### src/rtl/cnt_burst_arbiter_pkg.sv
// Shared types and constants for the burst arbiter in front of the dual-channel select counter.
package cnt_burst_arbiter_pkg;

    localparam int LEN_W_DEF   = 8;
    localparam int QUANTUM_DEF = 16;

    typedef enum logic [1:0] {
        ST_IDLE   = 2'd0,
        ST_RUN    = 2'd1,
        ST_SWITCH = 2'd2
    } arb_state_t;

    localparam logic CH0 = 1'b0;
    localparam logic CH1 = 1'b1;

endpackage

### src/rtl/cnt_burst_arbiter_slot.sv
// One requester slot: captures a burst length over valid/ready, counts it down on dec,
// and pulses done one cycle after the count reaches zero (or after a zero-length accept).
module cnt_burst_arbiter_slot
    import cnt_burst_arbiter_pkg::*;
#(
    parameter int LEN_W = LEN_W_DEF
) (
    input  logic             Clk,
    input  logic             Reset,
    input  logic             req_valid,
    input  logic [LEN_W-1:0] req_len,
    output logic             req_ready,
    input  logic             dec,
    output logic             pending,
    output logic             done
);

    logic [LEN_W-1:0] remaining;
    logic             finish;
    logic             accept;

    assign req_ready = (remaining == '0);
    assign pending   = (remaining != '0);
    assign accept    = req_valid && req_ready;

    // finish marks the edge the burst emptied; done follows one cycle later so it lands after the last En
    always_ff @(posedge Clk) begin
        if (Reset) begin
            remaining <= '0;
            finish    <= 1'b0;
            done      <= 1'b0;
        end else begin
            done   <= finish;
            finish <= (accept && (req_len == '0)) || (dec && (remaining == LEN_W'(1)));
            if (accept) begin
                remaining <= req_len;
            end else if (dec && (remaining != '0)) begin
                remaining <= remaining - LEN_W'(1);
            end
        end
    end

endmodule

### src/rtl/cnt_burst_arbiter.sv
// Round-robin burst arbiter driving the select counter's Slt/En with a per-grant quantum.
// state  | meaning
// IDLE   | no En issued, waiting for a pending channel
// RUN    | En=1 this cycle for owner Slt
// SWITCH | one En=0 gap, Slt already points at the new owner
module cnt_burst_arbiter
    import cnt_burst_arbiter_pkg::*;
#(
    parameter int LEN_W   = LEN_W_DEF,
    parameter int QUANTUM = QUANTUM_DEF
) (
    input  logic             Clk,
    input  logic             Reset,
    input  logic             Req0_valid,
    input  logic [LEN_W-1:0] Req0_len,
    output logic             Req0_ready,
    input  logic             Req1_valid,
    input  logic [LEN_W-1:0] Req1_len,
    output logic             Req1_ready,
    output logic             Slt,
    output logic             En,
    output logic             Done0,
    output logic             Done1,
    output logic             Busy
);

    localparam int             Q_W   = $clog2(QUANTUM + 1);
    localparam logic [Q_W-1:0] Q_MAX = Q_W'(QUANTUM);

    arb_state_t     state_q, state_d;
    logic           rr_q, rr_d;
    logic [Q_W-1:0] qcnt_q, qcnt_d;
    logic           slt_d, en_d;
    logic           pend0, pend1, dec0, dec1;
    logic           own_pend, oth_pend;

    cnt_burst_arbiter_slot #(.LEN_W(LEN_W)) u_slot0 (
        .Clk(Clk), .Reset(Reset), .req_valid(Req0_valid), .req_len(Req0_len),
        .req_ready(Req0_ready), .dec(dec0), .pending(pend0), .done(Done0)
    );

    cnt_burst_arbiter_slot #(.LEN_W(LEN_W)) u_slot1 (
        .Clk(Clk), .Reset(Reset), .req_valid(Req1_valid), .req_len(Req1_len),
        .req_ready(Req1_ready), .dec(dec1), .pending(pend1), .done(Done1)
    );

    assign own_pend = Slt ? pend1 : pend0;
    assign oth_pend = Slt ? pend0 : pend1;
    assign Busy     = (state_q != ST_IDLE);

    // en_d issues the En for the coming cycle, so the owner is decremented on the same edge
    always_comb begin
        state_d = state_q;
        slt_d   = Slt;
        en_d    = 1'b0;
        rr_d    = rr_q;
        qcnt_d  = qcnt_q;
        case (state_q)
            ST_IDLE: begin
                if (pend0 || pend1) begin
                    state_d = ST_RUN;
                    slt_d   = (pend0 && pend1) ? ~rr_q : pend1;
                    rr_d    = slt_d;
                    en_d    = 1'b1;
                    qcnt_d  = Q_W'(1);
                end
            end
            ST_RUN: begin
                if (!own_pend || ((qcnt_q == Q_MAX) && oth_pend)) begin
                    qcnt_d = '0;
                    if (oth_pend) begin
                        state_d = ST_SWITCH;
                        slt_d   = ~Slt;
                        rr_d    = slt_d;
                    end else begin
                        state_d = ST_IDLE;
                    end
                end else begin
                    en_d   = 1'b1;
                    qcnt_d = (qcnt_q == Q_MAX) ? Q_W'(1) : qcnt_q + Q_W'(1);
                end
            end
            ST_SWITCH: begin
                if (own_pend) begin
                    state_d = ST_RUN;
                    en_d    = 1'b1;
                    qcnt_d  = Q_W'(1);
                end else begin
                    state_d = ST_IDLE;
                end
            end
            default: state_d = ST_IDLE;
        endcase
    end

    assign dec0 = en_d && (slt_d == CH0);
    assign dec1 = en_d && (slt_d == CH1);

    always_ff @(posedge Clk) begin
        if (Reset) begin
            state_q <= ST_IDLE;
            Slt     <= CH0;
            En      <= 1'b0;
            rr_q    <= CH1;
            qcnt_q  <= '0;
        end else begin
            state_q <= state_d;
            Slt     <= slt_d;
            En      <= en_d;
            rr_q    <= rr_d;
            qcnt_q  <= qcnt_d;
        end
    end

endmodule

### config.mk
export PLATFORM = sky130hd
export DESIGN_NAME = cnt_burst_arbiter
export DESIGN_NICKNAME = d
export VERILOG_FILES = /design/src/rtl/cnt_burst_arbiter_pkg.sv /design/src/rtl/cnt_burst_arbiter_slot.sv /design/src/rtl/cnt_burst_arbiter.sv
export SDC_FILE = /design/constraint.sdc
export NUM_CORES = 1
export LEC_CHECK = 0
export ABC_AREA = 1
export ABC_CLOCK_PERIOD_IN_PS = 2400
export CAP_MARGIN = 20
export CORE_MARGIN = 2
export CORE_UTILIZATION = 55
export CTS_CLUSTER_SIZE = 40
export DETAILED_ROUTE_END_ITERATION = 8
export GPL_ROUTABILITY_DRIVEN = 0
export GPL_TIMING_DRIVEN = 0
export PLACE_DENSITY = 0.91
export SYNTH_ARGS = -nofsm -noshare
export SYNTH_HDL_FRONTEND = slang
export SYNTH_SLANG_ARGS = --single-unit
### constraint.sdc
create_clock -name Clk -period 2.4 [get_ports Clk]
set_clock_uncertainty 0.2 [all_clocks]
set_input_delay 0.6 -clock Clk [delete_from_list [all_inputs] [get_ports Clk]]
set_output_delay 0.6 -clock Clk [all_outputs]
set_load 0.05 [all_outputs]
Yosys cells after proc, flatten, opt, wreduce, memory -nomap -nowiden
Cells that the tools add are included.
{"block": "op_classes", "add_sub_neg": 3, "eq_ne": 9, "n_mux": 29, "bitwise_logic": 3, "n_reduce_logical": 32}
{"operator": "8-bit logical NOT", "count": 4}
{"operator": "8-bit two-way mux", "count": 4}
{"operator": "5-bit two-way mux", "count": 4}
{"operator": "8-bit by 1-bit equality test with 1-bit output, second input constant", "count": 2}
{"operator": "8-bit nonzero test", "count": 2}
{"operator": "8-bit by 1-bit subtractor with 8-bit output, second input constant", "count": 2}
{"operator": "5-bit case mux with 3 select lines", "count": 1}
{"operator": "1-bit two-way mux", "count": 13}
{"operator": "1-bit logical AND", "count": 12}
{"operator": "2-bit inequality test, second input constant", "count": 4}
{"operator": "2-bit nonzero test", "count": 4}
{"operator": "2-bit two-way mux", "count": 3}
{"operator": "2-bit case mux with 3 select lines", "count": 1}
{"operator": "5-bit by 1-bit adder with 5-bit output, second input constant", "count": 1}
{"operator": "5-bit equality test, second input constant", "count": 1}
{"operator": "1-bit logical OR", "count": 4}
{"operator": "1-bit case mux with 2 select lines", "count": 2}
{"operator": "4-bit AND reduction", "count": 1}
{"operator": "1-bit NOT", "count": 3}
{"operator": "1-bit case mux with 3 select lines", "count": 1}
{"operator": "3-bit AND reduction", "count": 1}
{"operator": "3-bit nonzero test", "count": 1}
{"operator": "2-bit by 1-bit equality test with 1-bit output, second input constant", "count": 1}
{"operator": "2-bit equality test, second input constant", "count": 1}
{"operator": "other kinds (3)", "count": 3}
{"block": "totals", "regBits": 30, "inputBits": 20, "output_inout_bits": 7, "elab_cells": 87}

Logic depth before layout (Yosys ltp)
Gate-level depths: netlist (run 1).
{"block": "depth", "word_depth": 11, "ltp_mapped": 16, "depth_no_buf": 16}

By module
Synthesis (run 1) repeated with hierarchy kept, for this count alone.
{"block": "unflattened", "hier_cells": 342, "area_unflattened_um2": 2143.3}
{"mod": "cnt_burst_arbiter_slot", "instances": 2, "cells_per_inst": 120, "area_each_um2": 737.0, "seq_area_each_um2": 200.2}
{"mod": "cnt_burst_arbiter", "instances": 1, "cells_per_inst": 102, "area_each_um2": 669.4, "seq_area_each_um2": 200.2}

Worst setup path before layout (run 1)
OpenSTA, ideal clock, no wires.
{"block": "synth_timing", "path_kind": "register to register", "start": "register Slt", "end": "register u_slot1.remaining[4]", "setup_time_ps": 113, "t_arrival_ps": 1810, "slack_ps": 277, "path_stages_with_launch": 12, "n_path_buf": 0, "cell_sequence": "dfxtp_1 -> inv_1 -> nand3_1 -> nand3_2 -> a21oi_2 -> nand2_4 -> nand2_4 -> nand2_8 -> nand2_8 -> nand2_2 -> nand2_1 -> nor2_1"}
{"block": "synth_via", "elab_chain_len": 8, "elab_cells_between_ends": 16, "classes_between": "9 x mux; 1 x bitwise; 6 x reduce/logical"}
{"item": "from (decl)", "line_no": "cnt_burst_arbiter.sv:20", "text": "output logic Slt,"}
{"item": "from (signal assigned)", "line_no": "cnt_burst_arbiter.sv:108", "text": "Slt <= slt_d;"}
{"item": "1-bit two-way mux (on tied branches)", "line_no": "cnt_burst_arbiter.sv:47, cnt_burst_arbiter.sv:48"}
{"item": "1-bit logical NOT / 1-bit logical AND (equally long branches)", "line_no": "cnt_burst_arbiter.sv:69", "text": "if (!own_pend || ((qcnt_q == Q_MAX) && oth_pend)) begin"}
{"item": "1-bit logical OR", "line_no": "cnt_burst_arbiter.sv:69"}
{"item": "1-bit two-way mux", "line_no": "cnt_burst_arbiter.sv:69"}
{"item": "1-bit case mux with 3 select lines / 1-bit case mux with 2 select lines (equally long branches)", "line_no": "cnt_burst_arbiter.sv:58", "text": "case (state_q)"}
{"item": "1-bit logical AND (*)", "line_no": "cnt_burst_arbiter.sv:97", "text": "assign dec1 = en_d && (slt_d == CH1);"}
{"item": "1-bit logical AND (*)", "line_no": "cnt_burst_arbiter_slot.sv:37", "text": "end else if (dec && (remaining != '0)) begin"}
{"item": "2-bit nonzero test (no source line) (*)"}
{"item": "to (signal assigned)", "line_no": "cnt_burst_arbiter_slot.sv:36", "text": "remaining <= req_len;"}
{"item": "to (signal assigned)", "line_no": "cnt_burst_arbiter_slot.sv:38", "text": "remaining <= remaining - LEN_W'(1);"}
{"item": "to (decl)", "line_no": "cnt_burst_arbiter_slot.sv:18", "text": "logic [LEN_W-1:0] remaining;"}
Every way passes the cells marked *; elsewhere a longest branch is shown, timed or not.
A chain may end at the register's enable or synchronous reset.

Worst setup path after layout (run 1)
{"block": "layout_timing", "start": "register u_slot0.remaining[0]", "end": "output Req0_ready"}
{"block": "layout_via", "elab_chain_len": 1}
{"item": "from (decl)", "line_no": "cnt_burst_arbiter_slot.sv:18"}
{"item": "from (signal assigned)", "line_no": "cnt_burst_arbiter_slot.sv:36"}
{"item": "from (signal assigned)", "line_no": "cnt_burst_arbiter_slot.sv:38"}
{"item": "8-bit logical NOT", "line_no": "cnt_burst_arbiter_slot.sv:22", "text": "assign req_ready = (remaining == '0);"}
{"item": "to (decl)", "line_no": "cnt_burst_arbiter.sv:16", "text": "output logic Req0_ready,"}
No other way between the ends.

==> summary.md, run 1 <==
| Metric | Value |
|---|---|
| Die width | `64.50 um` |
| Reg2reg setup slack | `0.19 ns` |
| ANT cells | `0` |
| I/O pin count | `27` |
| Initial DRC count | `123` |
| Critical Path AT | `1.52 ns` |
| EDFF count, synth | `0` |
| Clk slew on worst S/H paths | `roughly 0.09 ns` |
| Post-synth top flop | `dfxtp_1` |
| CTS buffer count | `5` |
| Sw Pwr | `0.001637 W` |
| Endpoint class of the critical path | `primary output` |
| P per Cell Area | `1320 mW/mm2` |
| Synthesized area per cell | `7.064 um2` |
| Remaining antenna violation count | `0` |
| PortBufs | `26` |
| Cell Int Power | `0.001517 W` |
| TritonCTS clock tree | `done` |
| Crit path capture | `Req0_ready` |
| Die area | `0.004160 mm2` |
| Min cycle time layout | `2.318 ns` |
| Drt total wl | `between 4 and 5 mm` |
| Drt drc | `0` |
| Post-CTS Hold Fix Bufs | `0` |
| DR vias | `1950` |
| Most frequent cell after synthesis | `nand2_1` |
| Multiplexer share of the synthesized area | `2.237%` |
| Net Count, Synth | `313` |
| Synthesis Warnings | `0` |
| Final setup viols | `0` |
| Dominant cell type by area after synthesis | `dfxtp_1` |
| Die Span Y | `~65 um` |
| Post-Synth XOR/XNOR Area | `4.351%` |
| RSZ-0062 raised after global routing | `no` |
| HP Class | `flip-flop to flip-flop` |
| Yosys reg bits | `30` |
| Hold Slack | `0.2163 ns` |
| Top post-synthesis cells by area | `dfxtp_1, nand2_1, nor2_1` |
| Starting Density | `58.94%` |
| Maximum number of pins on one net before global-route repair | `11` |
| Post-synthesis sequential area ratio | `29.83%` |
| Crit path max fanout | `8` |
| Fillers | `roughly 290` |
| CTS Buffer Depth | `2` |
| Dpl ws | `-0.2322 ns` |
| Status | `complete, no violations` |
| Synth Cell Area | `about 0.0020 mm2` |
| Number of H-tree levels | `2` |
| Final Hold Fails | `0` |
| Root Buffer | `clkbuf_4` |
| Slew Limit Headroom | `65.05%` |
| Detailed Place HPWL | `between 3 and 4 mm` |
| GR Util All Layers | `23.11%` |
| Vias in the first global route | `between 1.5k and 2k` |
| DR pass1 iterations | `4` |
| Final Worst Setup Slack | `0.08224 ns` |
| Peak Freq | `431.5 MHz` |
| Clock Sinks | `30` |
| Wire length of the first global-routing pass | `7.610 mm` |
| CORE AREA | `0.003416 mm2` |
| Crit. Startpoint | `u_slot0.remaining[0]$_SDFFE_PP0P_` |
| Proportion of netlist area held by the largest area contributor | `29.83%` |
| Sw Ratio | `51.90%` |
| Clk_lat worst skew | `between 0.3 and 0.4 ns` |
| FFs w/ async S/R, synth | `0%` |
| GR Overflow Total | `0` |
| Slew at the pin with the worst max-slew slack | `0.5243 ns` |
| Final #Nets | `346` |
| Sequential Power Share | `between 20% and 30%` |
| Max-cap violations | `0` |
| Synth Area in Adders | `4.972%` |
| Simple-gate portion of the synthesized area | `38.66%` |
| Gate power share | `66.2%` |
| Critical Path Start Type | `flip-flop` |
| Cell leakage power | `~1.1 nW` |
| Yosys cell types | `31` |
| Num rows | `21` |
| Worst r2r src | `qcnt_q[0]$_SDFFE_PP0P_` |
| R2r worst-path depth | `12` |
| Clk network pwr share | `10.2%` |
| Largest family of logic cells by synthesized area | `simple AND/OR/NAND/NOR gates` |
| Synth Instances | `285` |
| Worst Path Required | `1.60 ns` |
| Synth Area in Compound Gates | `11.56%` |
| Initial antenna violation count | `0` |
| Post-synth top cells | `nand2_1, nor2_1, inv_1` |
| Post-CTS Setup Bufs | `0` |
| Final period utilization | `96.57%` |
| Max-slew violations | `0` |
| Wire per inst | `12.10 um` |
| Crit Reg-Reg Endpoint | `u_slot0.finish$_SDFF_PP0_` |
| Area grow syn2layout | `18.71%` |
| Share of layout cells above drive strength 1 | `15.67%` |
| Avg Vias per Cell | `5.342` |
| Worst VDD drop | `0.7380 mV` |
| Setup CP Type | `flip-flop to primary output` |
state kept, by name, indices dropped and copies added, names as in the netlist:
register	count
u_slot0.finish	1
u_slot1.finish	1
u_slot0.done	1
u_slot0.remaining	8
Slt	1
state_q	2
En	1
u_slot1.remaining	8
u_slot1.done	1
qcnt_q	5
rr_q	1
final cells by class:
cell class | instances | area, um2 | share of cell area (%)
multi-input combinational | 211 | 1246 | 52.15
sequential | 30 | 600.6 | 25.13
timing repair buffer | 26 | 256.5 | 10.73
inverter | 39 | 146.4 | 6.126
tap | 46 | 57.56 | 2.408
clock buffer | 7 | 55.05 | 2.304
buffer | 5 | 22.52 | 0.9424
clock inverter | 1 | 5.005 | 0.2094
worst max-delay path: stages, from the launching register on:
cell and delay (ns):
dfxtp_1 0.33, inv_1 0.14, ha_1 0.22, nand2_4 0.09, nor2_8 0.17, buf_4 0.22
timing repair:
item                       CTS  global route
setup endpoints to repair    4             3
resized for setup           14             4
cloned                       0             0
metal layers:
metal / up-vias / GRT usage, % / routed length, um
met5: - / 0 / 0
met1: 884 / 28.71 / 1989
li1: 999 / - / -
met4: 0 / 8.777 / 63
met3: 8 / 4.861 / 303
met2: 59 / 39.19 / 2061
layout by cell type (no fill, tap or decap):
cell type and n:
a21boi_4 1, a21oi_1 18, a21oi_2 1, a221oi_1 1
a31oi_1 1, buf_2 3, buf_4 1, buf_6 1
clkbuf_1 3, clkbuf_4 5, clkbuf_8 1, clkdlybuf4s50_1 22
clkinv_2 1, dfxtp_1 30, dlygate4sd2_1 2, ha_1 8
inv_1 30, inv_2 9, mux2_2 4, nand2_1 52
nand2_2 4, nand2_4 6, nand2_8 2, nand3_1 22
nand3_2 6, nand3_4 1, nand4_1 4, nor2_1 32
nor2_2 1, nor2_4 1, nor2_8 1, nor3_1 10
nor3b_1 1, nor4_1 3, o21ai_0 19, o21ai_1 1
or2_2 1, xnor2_1 2, xor2_1 8
stage by stage:
| stage | area [um2] | std cells | setup TNS [ns] | util, % | power (W) |
|---|---|---|---|---|---|
| after floorplan | 2013 | 285 | 0 | - | 0.002395 |
| after global placement | 2331 | 357 | -0.3293 | 68.24 | 0.002766 |
| after detailed placement | 2331 | 357 | -0.3774 | 68.24 | 0.002826 |
| after CTS | 2384 | 365 | 0 | 69.78 | 0.003132 |
| after global routing | 2390 | 365 | 0 | 69.96 | 0.003428 |
| final | 2390 | 365 | 0 | 69.96 | 0.003155 |
power groups by stage:
stage | registers [W] | logic, W | clock network (W)
after global placement | 0.000745 | 0.00202 | 0
after CTS | 0.000740 | 0.00207 | 0.000323
after global routing | 0.000759 | 0.00233 | 0.000338
after floorplan | 0.000763 | 0.00163 | 0
final | 0.000744 | 0.00209 | 0.000321
after detailed placement | 0.000750 | 0.00208 | 0
worst min-delay path by stage:
stage	cells after the start	slack, ns	from	end
after floorplan	2	0.19	u_slot0.finish$_SDFF_PP0_	u_slot0.done$_SDFF_PP0_
after global placement	2	0.19	u_slot1.finish$_SDFF_PP0_	u_slot1.done$_SDFF_PP0_
after detailed placement	2	0.21	u_slot1.finish$_SDFF_PP0_	u_slot1.done$_SDFF_PP0_
after CTS	2	0.22	u_slot1.finish$_SDFF_PP0_	u_slot1.done$_SDFF_PP0_
after global routing	2	0.24	u_slot1.finish$_SDFF_PP0_	u_slot1.done$_SDFF_PP0_
final	2	0.22	u_slot1.finish$_SDFF_PP0_	u_slot1.done$_SDFF_PP0_
cells by family after synthesis:
| logic type | count (synthesis) |
|---|---|
| fa+ha+maj | 8 |
| mux | 4 |
| simple gates | 147 |
| xor+xnor | 10 |
| flops | 30 |
| compound gates | 42 |
| buf+inv | 44 |
Note: power is estimated with default switching activity, not from simulation.
==> run 2: changes to the inputs <==
--- a/config.mk
+++ b/config.mk
@@ -12,9 +12,9 @@
 export CORE_UTILIZATION = 55
 export CTS_CLUSTER_SIZE = 40
 export DETAILED_ROUTE_END_ITERATION = 8
+export DONT_BUFFER_PORTS = 1
 export GPL_ROUTABILITY_DRIVEN = 0
-export GPL_TIMING_DRIVEN = 0
-export PLACE_DENSITY = 0.91
+export PLACE_DENSITY = 0.81
 export SYNTH_ARGS = -nofsm -noshare
 export SYNTH_HDL_FRONTEND = slang
 export SYNTH_SLANG_ARGS = --single-unit
==> summary.md, run 2 (synthesis gave the netlist of run 1 again) <==
| Metric | Value |
|---|---|
| Status | `complete, no violations` |
| GR Util All Layers | `24.25% (+1.1 points)` |
| Peak Freq | `432.8 MHz (+0.32%)` |
| Crit path max fanout | `8 (unchanged)` |
| Post-CTS Setup Bufs | `0 (unchanged)` |
| Fillers | `304 (+5.9%)` |
| Detailed Place HPWL | `3.304 mm (-3.4%)` |
| Clk_lat worst skew | `0.35 ns (about the same)` |
| Most common cell after layout, fill and taps aside | `nand2_1` |
| RSZ-0062 raised after global routing | `no` |
| Sw Ratio | `52.50% (+0.60 points)` |
| Worst Path Required | `1.60 ns (about the same)` |
| Final Hold Fails | `0 (unchanged)` |
| Final period utilization | `96.26% (-0.31 points)` |
| Crit path capture | `Req0_ready` |
| Inst Count DP | `331 (-7.3%)` |
| Clock Sinks | `30 (unchanged)` |
| Gate power share | `64.5% (-1.7 points)` |
| Drt total wl | `4.388 mm (-0.66%)` |
| Cell Int Power | `0.001478 W (-2.6%)` |
| Max-cap violations | `0 (unchanged)` |
| Top Registers | `u_slot0.remaining x8, u_slot1.remaining x8, qcnt_q x5` |
| Num rows | `21 (unchanged)` |
| Remaining antenna violation count | `0 (unchanged)` |
| TritonCTS clock tree | `done` |
| Worst VDD drop | `0.6614 mV (-10%)` |
| DR pass1 iterations | `4 (unchanged)` |
| GR Overflow Total | `0 (unchanged)` |
| Most frequent cells in the layout | `nand2_1, nor2_1, dfxtp_1, inv_1, nand3_1` |
| I/O pin count | `27 (unchanged)` |
| Slew Limit Headroom | `66.03% (+0.98 points)` |
| Wire per inst | `12.94 um (+7.0%)` |
| Share of layout cells above drive strength 1 | `17.75% (+2.1 points)` |
| HP Class | `input pin to flip-flop` |
| Post-CTS Hold Fix Bufs | `0 (unchanged)` |
| Min cycle time layout | `2.310 ns (-0.007432 ns)` |
| Avg Vias per Cell | `5.534 (+3.6%)` |
| Sw Pwr | `0.001633 W (-0.26%)` |
| Crit. Startpoint | `u_slot0.remaining[0]$_SDFFE_PP0P_` |
| ANT cells | `0 (unchanged)` |
| Endpoint class of the critical path | `primary output` |
| Final setup viols | `0 (unchanged)` |
| CTS buffer count | `5 (unchanged)` |
| Sequential Power Share | `24.8% (+1.2 points)` |
| Drt drc | `0 (unchanged)` |
| Worst r2r src | `u_slot0.remaining[0]$_SDFFE_PP0P_` |
| Clk network pwr share | `10.7% (+0.5 points)` |
| Critical Path Start Type | `flip-flop` |
| Number of H-tree levels | `2 (unchanged)` |
| Setup total negative slack | `0 ns (unchanged)` |
| Initial antenna violation count | `0 (unchanged)` |
| Post-Layout Cell Count | `339 (-7.1%)` |
| Maximum number of pins on one net before global-route repair | `23 (+12)` |
| Die Span Y | `64.50 um (unchanged)` |
| Critical Path AT | `1.51 ns (about the same)` |
| Slew at the pin with the worst max-slew slack | `0.5083 ns (-0.01597 ns)` |
| Starting Density | `58.94% (unchanged)` |
| Final #Nets | `320 (-7.5%)` |
| Die width | `64.50 um (unchanged)` |
| Reg2reg setup slack | `0.24 ns (+0.05 ns)` |
| Max-slew violations | `0 (unchanged)` |
| Hold Slack | `0.1009 ns (-0.1154 ns)` |
| Clk slew on worst S/H paths | `0.11 ns (+0.02 ns)` |
| Die area | `0.004160 mm2 (unchanged)` |
| Area grow syn2layout | `7.396%` |
| Crit Reg-Reg Endpoint | `u_slot0.remaining[5]$_SDFFE_PP0P_` |
| CORE AREA | `0.003416 mm2 (unchanged)` |
| Cell leakage power | `0.9646 nW (-9.2%)` |
| P per Cell Area | `1439 mW/mm2 (+9.0%)` |
| DR vias | `1876 (-3.8%)` |
| R2r worst-path depth | `8 (-4)` |
| Root Buffer | `clkbuf_4` |
| Wire length of the first global-routing pass | `7.845 mm (+3.1%)` |
| CTS Buffer Depth | `2 (unchanged)` |
| Initial DRC count | `139 (+13%)` |
| Setup CP Type | `flip-flop to primary output` |
| Vias in the first global route | `1834 (+1.3%)` |
| PortBufs | `0 (-100%)` |
run 2: changes by cell type in the layout (fill, tap and decap cells not counted), sizes merged:
cell and change:
clkinvlp +1, dlygate4sd2 -2, clkdlybuf4s50 -22, clkbuf -3
run 2: worst max-delay path, cell delays in order, from the launching register on:
cell and delay [ns]:
dfxtp_1 0.33, inv_1 0.15, ha_2 0.22, nand2_4 0.08, nor2_8 0.19, buf_6 0.18
run 2: cell type report:
class / count / area, um2 / share of cell area (%)
clock buffer: 6 / 51.30 / 2.373
clock inverter: 2 / 12.51 / 0.5787
inverter: 39 / 146.4 / 6.771
multi-input combinational: 211 / 1249 / 57.75
sequential: 30 / 600.6 / 27.78
tap: 46 / 57.56 / 2.662
timing repair buffer: 5 / 45.04 / 2.083
run 2: worst min-delay path by stage:
stage | from | to | slack (ns) | depth (start not counted)
final | Reset | Slt$_SDFF_PP0_ | 0.10 | 1
after floorplan | u_slot0.finish$_SDFF_PP0_ | u_slot0.done$_SDFF_PP0_ | 0.19 | 2
after detailed placement | u_slot1.finish$_SDFF_PP0_ | u_slot1.done$_SDFF_PP0_ | 0.21 | 2
after global routing | Reset | u_slot0.remaining[6]$_SDFFE_PP0P_ | 0.09 | 1
after global placement | u_slot1.finish$_SDFF_PP0_ | u_slot1.done$_SDFF_PP0_ | 0.21 | 2
after CTS | Reset | qcnt_q[1]$_SDFFE_PP0P_ | 0.1 | 1
run 2: metrics by stage:
step	cell area, um2	utilization (%)	power (W)	worst slack [ns]
2_1_floorplan	2013	-	0.002395	0.2774
3_3_place_gp	2086	61.06	0.002713	0.2654
3_5_place_dp	2086	61.06	0.002739	0.2232
4_1_cts	2150	62.93	0.003081	0.03060
5_1_grt	2162	63.30	0.003422	0.01686
6_report	2162	63.30	0.003111	0.08967
run 2: power by group through the flow:
stage / clock network [W] / logic, W / registers (W)
2_1_floorplan: 0 / 0.00163 / 0.000763
3_3_place_gp: 0 / 0.00193 / 0.000779
3_5_place_dp: 0 / 0.00196 / 0.000782
4_1_cts: 0.000337 / 0.00197 / 0.000771
5_1_grt: 0.000358 / 0.00227 / 0.000790
6_report: 0.000332 / 0.00201 / 0.000773
run 2: metal layers:
| layer | wire length [um] | vias up | share of wire (%) | global-route usage [%] |
|---|---|---|---|---|
| met2 | 1940 | 53 | 44 | 37.11 |
| li1 | - | 946 | - | - |
| met3 | 353 | 9 | 8.0 | 8.160 |
| met5 | 0 | - | 0 | 0 |
| met4 | 81 | 0 | 1.8 | 9.043 |
| met1 | 2012 | 868 | 46 | 31.64 |
run 2: timing repair:
item / CTS / global route
resized for setup: 0 / 5
endpoints found under the setup margin: 0 / 8
hold endpoints to repair: 0 / 0
==> run 3: changes to the inputs <==
--- a/config.mk
+++ b/config.mk
@@ -5,8 +5,6 @@
 export SDC_FILE = /design/constraint.sdc
 export NUM_CORES = 1
 export LEC_CHECK = 0
-export ABC_AREA = 1
-export ABC_CLOCK_PERIOD_IN_PS = 2400
 export CAP_MARGIN = 20
 export CORE_MARGIN = 2
 export CORE_UTILIZATION = 55
==> summary.md, run 3 <==
| Metric | Value |
|---|---|
| Status | `finished, violations left` |
| Failing checks | `negative setup slack` |
| Synthesis Warnings | `0 (unchanged)` |
| Inst Count DP | `338 (+2.1%)` |
| Final #Nets | `342 (+6.9%)` |
| GR Overflow Total | `0 (unchanged)` |
| Most frequent cell after synthesis | `nor2_1` |
| Final setup viols | `19 (+19)` |
| CP peak stage delay | `0.39 ns (+0.06 ns)` |
| Slowest-stage cell, CP | `nor4bb_2` |
| Critical Path Start Type | `flip-flop` |
| Root Buffer | `clkbuf_4` |
| Post-synthesis sequential area ratio | `30.00% (+0.17 points)` |
| CTS Buffer Depth | `2 (unchanged)` |
| Drt drc | `0 (unchanged)` |
| PortBufs | `0 (unchanged)` |
| Max-cap violations | `0 (unchanged)` |
| DR vias | `2470 (+32%)` |
| Wire length of the first global-routing pass | `10.43 mm (+33%)` |
| FFs w/ async S/R, synth | `0% (unchanged)` |
| Most frequent cells in the layout | `buf_4, nor2_1, dfxtp_1` |
| Yosys cell types | `57 (+84%)` |
| Avg Vias per Cell | `6.842 (+24%)` |
| Maximum number of pins on one net before global-route repair | `32 (+39%)` |
| Drt total wl | `7.518 mm (+71%)` |
| Die width | `64.33 um (-0.26%)` |
| Vias in the first global route | `2251 (+23%)` |
| R2r worst-path depth | `10 (+2)` |
| Min cycle time layout | `2.592 ns (+0.2814 ns)` |
| EDFF count, synth | `0 (unchanged)` |
| DR pass1 iterations | `5 (+1)` |
| Hold Crit Start | `Reset` |
| Yosys reg bits | `30 (unchanged)` |
| Proportion of netlist area held by the largest area contributor | `30.00% (+0.17 points)` |
| Slew Limit Headroom | `66.64% (+0.61 points)` |
| Synth Instances | `249 (-13%)` |
| Most common cell after layout, fill and taps aside | `buf_4` |
| Initial antenna violation count | `0 (unchanged)` |
| HP Class | `input pin to flip-flop` |
| Worst r2r src | `qcnt_q[1]$_SDFFE_PP0P_` |
| Endpoint class of the critical path | `flip-flop` |
| Dpl ws | `-0.1891 ns (-0.4123 ns)` |
| Hold path endpoint | `u_slot1.remaining[2]$_SDFFE_PP0P_` |
| Post-synth top cells | `nor2_1, dfxtp_1, nand2_1` |
| Fillers | `177 (-42%)` |
| Detailed Place HPWL | `4.104 mm (+24%)` |
| Final Hold Fails | `0 (unchanged)` |
| Top post-synthesis cells by area | `dfxtp_1, nor2_1, ha_1` |
| Post-synth top flop | `dfxtp_1` |
| P per Cell Area | `1715 mW/mm2 (+19%)` |
| Critical Path AT | `2.61 ns (+1.10 ns)` |
| Clk slew on worst S/H paths | `0.12 ns (about the same)` |
| RSZ-0062 raised after global routing | `yes` |
| Hold Slack | `0.1119 ns (+0.01091 ns)` |
| Final period utilization | `108.0% (+12 points)` |
| Crit path max fanout | `6 (-2)` |
| Cell mode on critical path | `buf_4` |
| Crit-path cells | `inv_1 > ha_2 > nor4bb_2 > a21oi_1 > o211ai_1 > buf_4 > nand4_4 > buf_4 > o31ai_1 > a311oi_1` |
| Reg2reg setup slack | `-0.19 ns (-0.43 ns)` |
| Remaining antenna violation count | `0 (unchanged)` |
| Clk_lat worst skew | `0.35 ns (about the same)` |
| Wire per inst | `20.83 um (+61%)` |
| Slew at the pin with the worst max-slew slack | `0.4996 ns (-0.008650 ns)` |
| CORE AREA | `0.003416 mm2 (unchanged)` |
| Area grow syn2layout | `46.44%` |
| Crit Reg-Reg Endpoint | `u_slot0.remaining[2]$_SDFFE_PP0P_` |
| Die Span Y | `64.33 um (-0.26%)` |
| Max-slew violations | `0 (unchanged)` |
| Dominant cell type by area after synthesis | `dfxtp_1` |
| CTS buffer count | `5 (unchanged)` |
| Number of H-tree levels | `2 (unchanged)` |
| Worst Path Required | `2.42 ns (+0.82 ns)` |
| Synth Cell Area | `0.002002 mm2 (-0.56%)` |
| Post-CTS Hold Fix Bufs | `0 (unchanged)` |
| Synthesized area per cell | `8.040 um2 (+14%)` |
| Top Registers | `u_slot0.remaining x8, u_slot1.remaining x8, qcnt_q x5` |
| Worst VDD drop | `0.9274 mV (+40%)` |
| Final Worst Setup Slack | `-0.1918 ns (-0.2814 ns)` |
| Clock Sinks | `30 (unchanged)` |
| Net Count, Synth | `277 (-12%)` |
| Initial DRC count | `325 (+130%)` |
| Peak Freq | `385.8 MHz (-11%)` |
| Hold Crit Depth | `1 (unchanged)` |
| Num rows | `21 (unchanged)` |
| I/O pin count | `27 (unchanged)` |
| Share of layout cells above drive strength 1 | `42.86% (+25 points)` |
| Cell leakage power | `1.189 nW (+23%)` |
| Starting Density | `58.61% (-0.33 points)` |
| TritonCTS clock tree | `done` |
| Post-Layout Cell Count | `361 (+6.5%)` |
| GR Util All Layers | `32.48% (+8.2 points)` |
| Setup CP Type | `flip-flop to flip-flop` |
| Die area | `0.004138 mm2 (-0.53%)` |
| ANT cells | `0 (unchanged)` |
==> run 3: layer usage <==
metal  share of wire, %  GRT usage (%)
met3                9.5          6.690
met4                4.8          14.89
met5                  0              0
met1                 38          39.05
met2                 48          55.34
==> run 3: final cells by class <==
type                    instances  area [um2]  share of cell area (%)
flip-flops and latches         30       609.3                   20.79
inverters                      10       55.05                   1.878
clock buffers                   6       51.30                   1.750
repair buffers                 73       625.6                   21.34
clock inverters                 2       12.51                  0.4268
well taps                      46       57.56                   1.963
multi-input cells             194        1520                   51.86
==> run 3: where the power goes <==
| part | switching [W] | internal [W] | total, W |
|---|---|---|---|
| sequential | 0.000214 | 0.000658 | 0.000872 |
| combinational | 0.00200 | 0.00180 | 0.00381 |
| clock | 0.000206 | 0.000141 | 0.000346 |
==> run 3: cells by family after synthesis <==
| group | after synthesis | synth area share [%] |
|---|---|---|
| multiplexers | 1 | 0.5000 |
| flip-flops | 30 | 30.00 |
| AND/OR/NAND/NOR | 123 | 34.13 |
| AO/OA/AOI/OAI | 59 | 22.94 |
| buffers and inverters | 25 | 6.124 |
| adder cells (fa/ha/maj) | 8 | 5.000 |
| XOR/XNOR | 3 | 1.313 |
==> run 3: worst max-delay path by stage <==
stage               slack, ns                           endpoint  cells past startpoint                         startpoint
floorplan               -0.04  u_slot0.remaining[2]$_SDFFE_PP0P_                      9  u_slot0.remaining[1]$_SDFFE_PP0P_
detailed placement      -0.19  u_slot1.remaining[3]$_SDFFE_PP0P_                      9             qcnt_q[0]$_SDFFE_PP0P_
global route            -0.25  u_slot0.remaining[0]$_SDFFE_PP0P_                     10             qcnt_q[1]$_SDFFE_PP0P_
global placement        -0.10  u_slot0.remaining[3]$_SDFFE_PP0P_                      9  u_slot0.remaining[0]$_SDFFE_PP0P_
finish                  -0.19  u_slot0.remaining[2]$_SDFFE_PP0P_                     10             qcnt_q[1]$_SDFFE_PP0P_
CTS                     -0.11  u_slot0.remaining[2]$_SDFFE_PP0P_                     10  u_slot1.remaining[0]$_SDFFE_PP0P_
==> run 3: what timing repair did <==
item,in CTS,in global routing
buffers inserted,12,4
setup endpoints to repair,19,25
gates resized for setup,31,29
pin swaps,19,18
==> run 3: through the flow <==
step / TNS [ns] / cell area, um2 / power [W] / utilization [%]
4_1_cts: -0.2292 / 2756 / 0.004377 / 80.70
2_1_floorplan: -0.04318 / 2085 / 0.002637 / -
6_report: -1.525 / 2932 / 0.005027 / 85.82
3_3_place_gp: -0.6008 / 2505 / 0.003551 / 73.33
5_1_grt: -3.440 / 2932 / 0.005274 / 85.82
3_5_place_dp: -1.318 / 2505 / 0.003636 / 73.33
==> run 3: critical path: cells and delay by family, from the launching register on <==
kind | cells | cell delay [ns]
DFF | 1 | 0.34
AOI/OAI and AO/OA | 4 | 0.74
buffers and inverters | 3 | 0.44
adders and majority gates | 1 | 0.17
and+or+nand+nor | 2 | 0.56
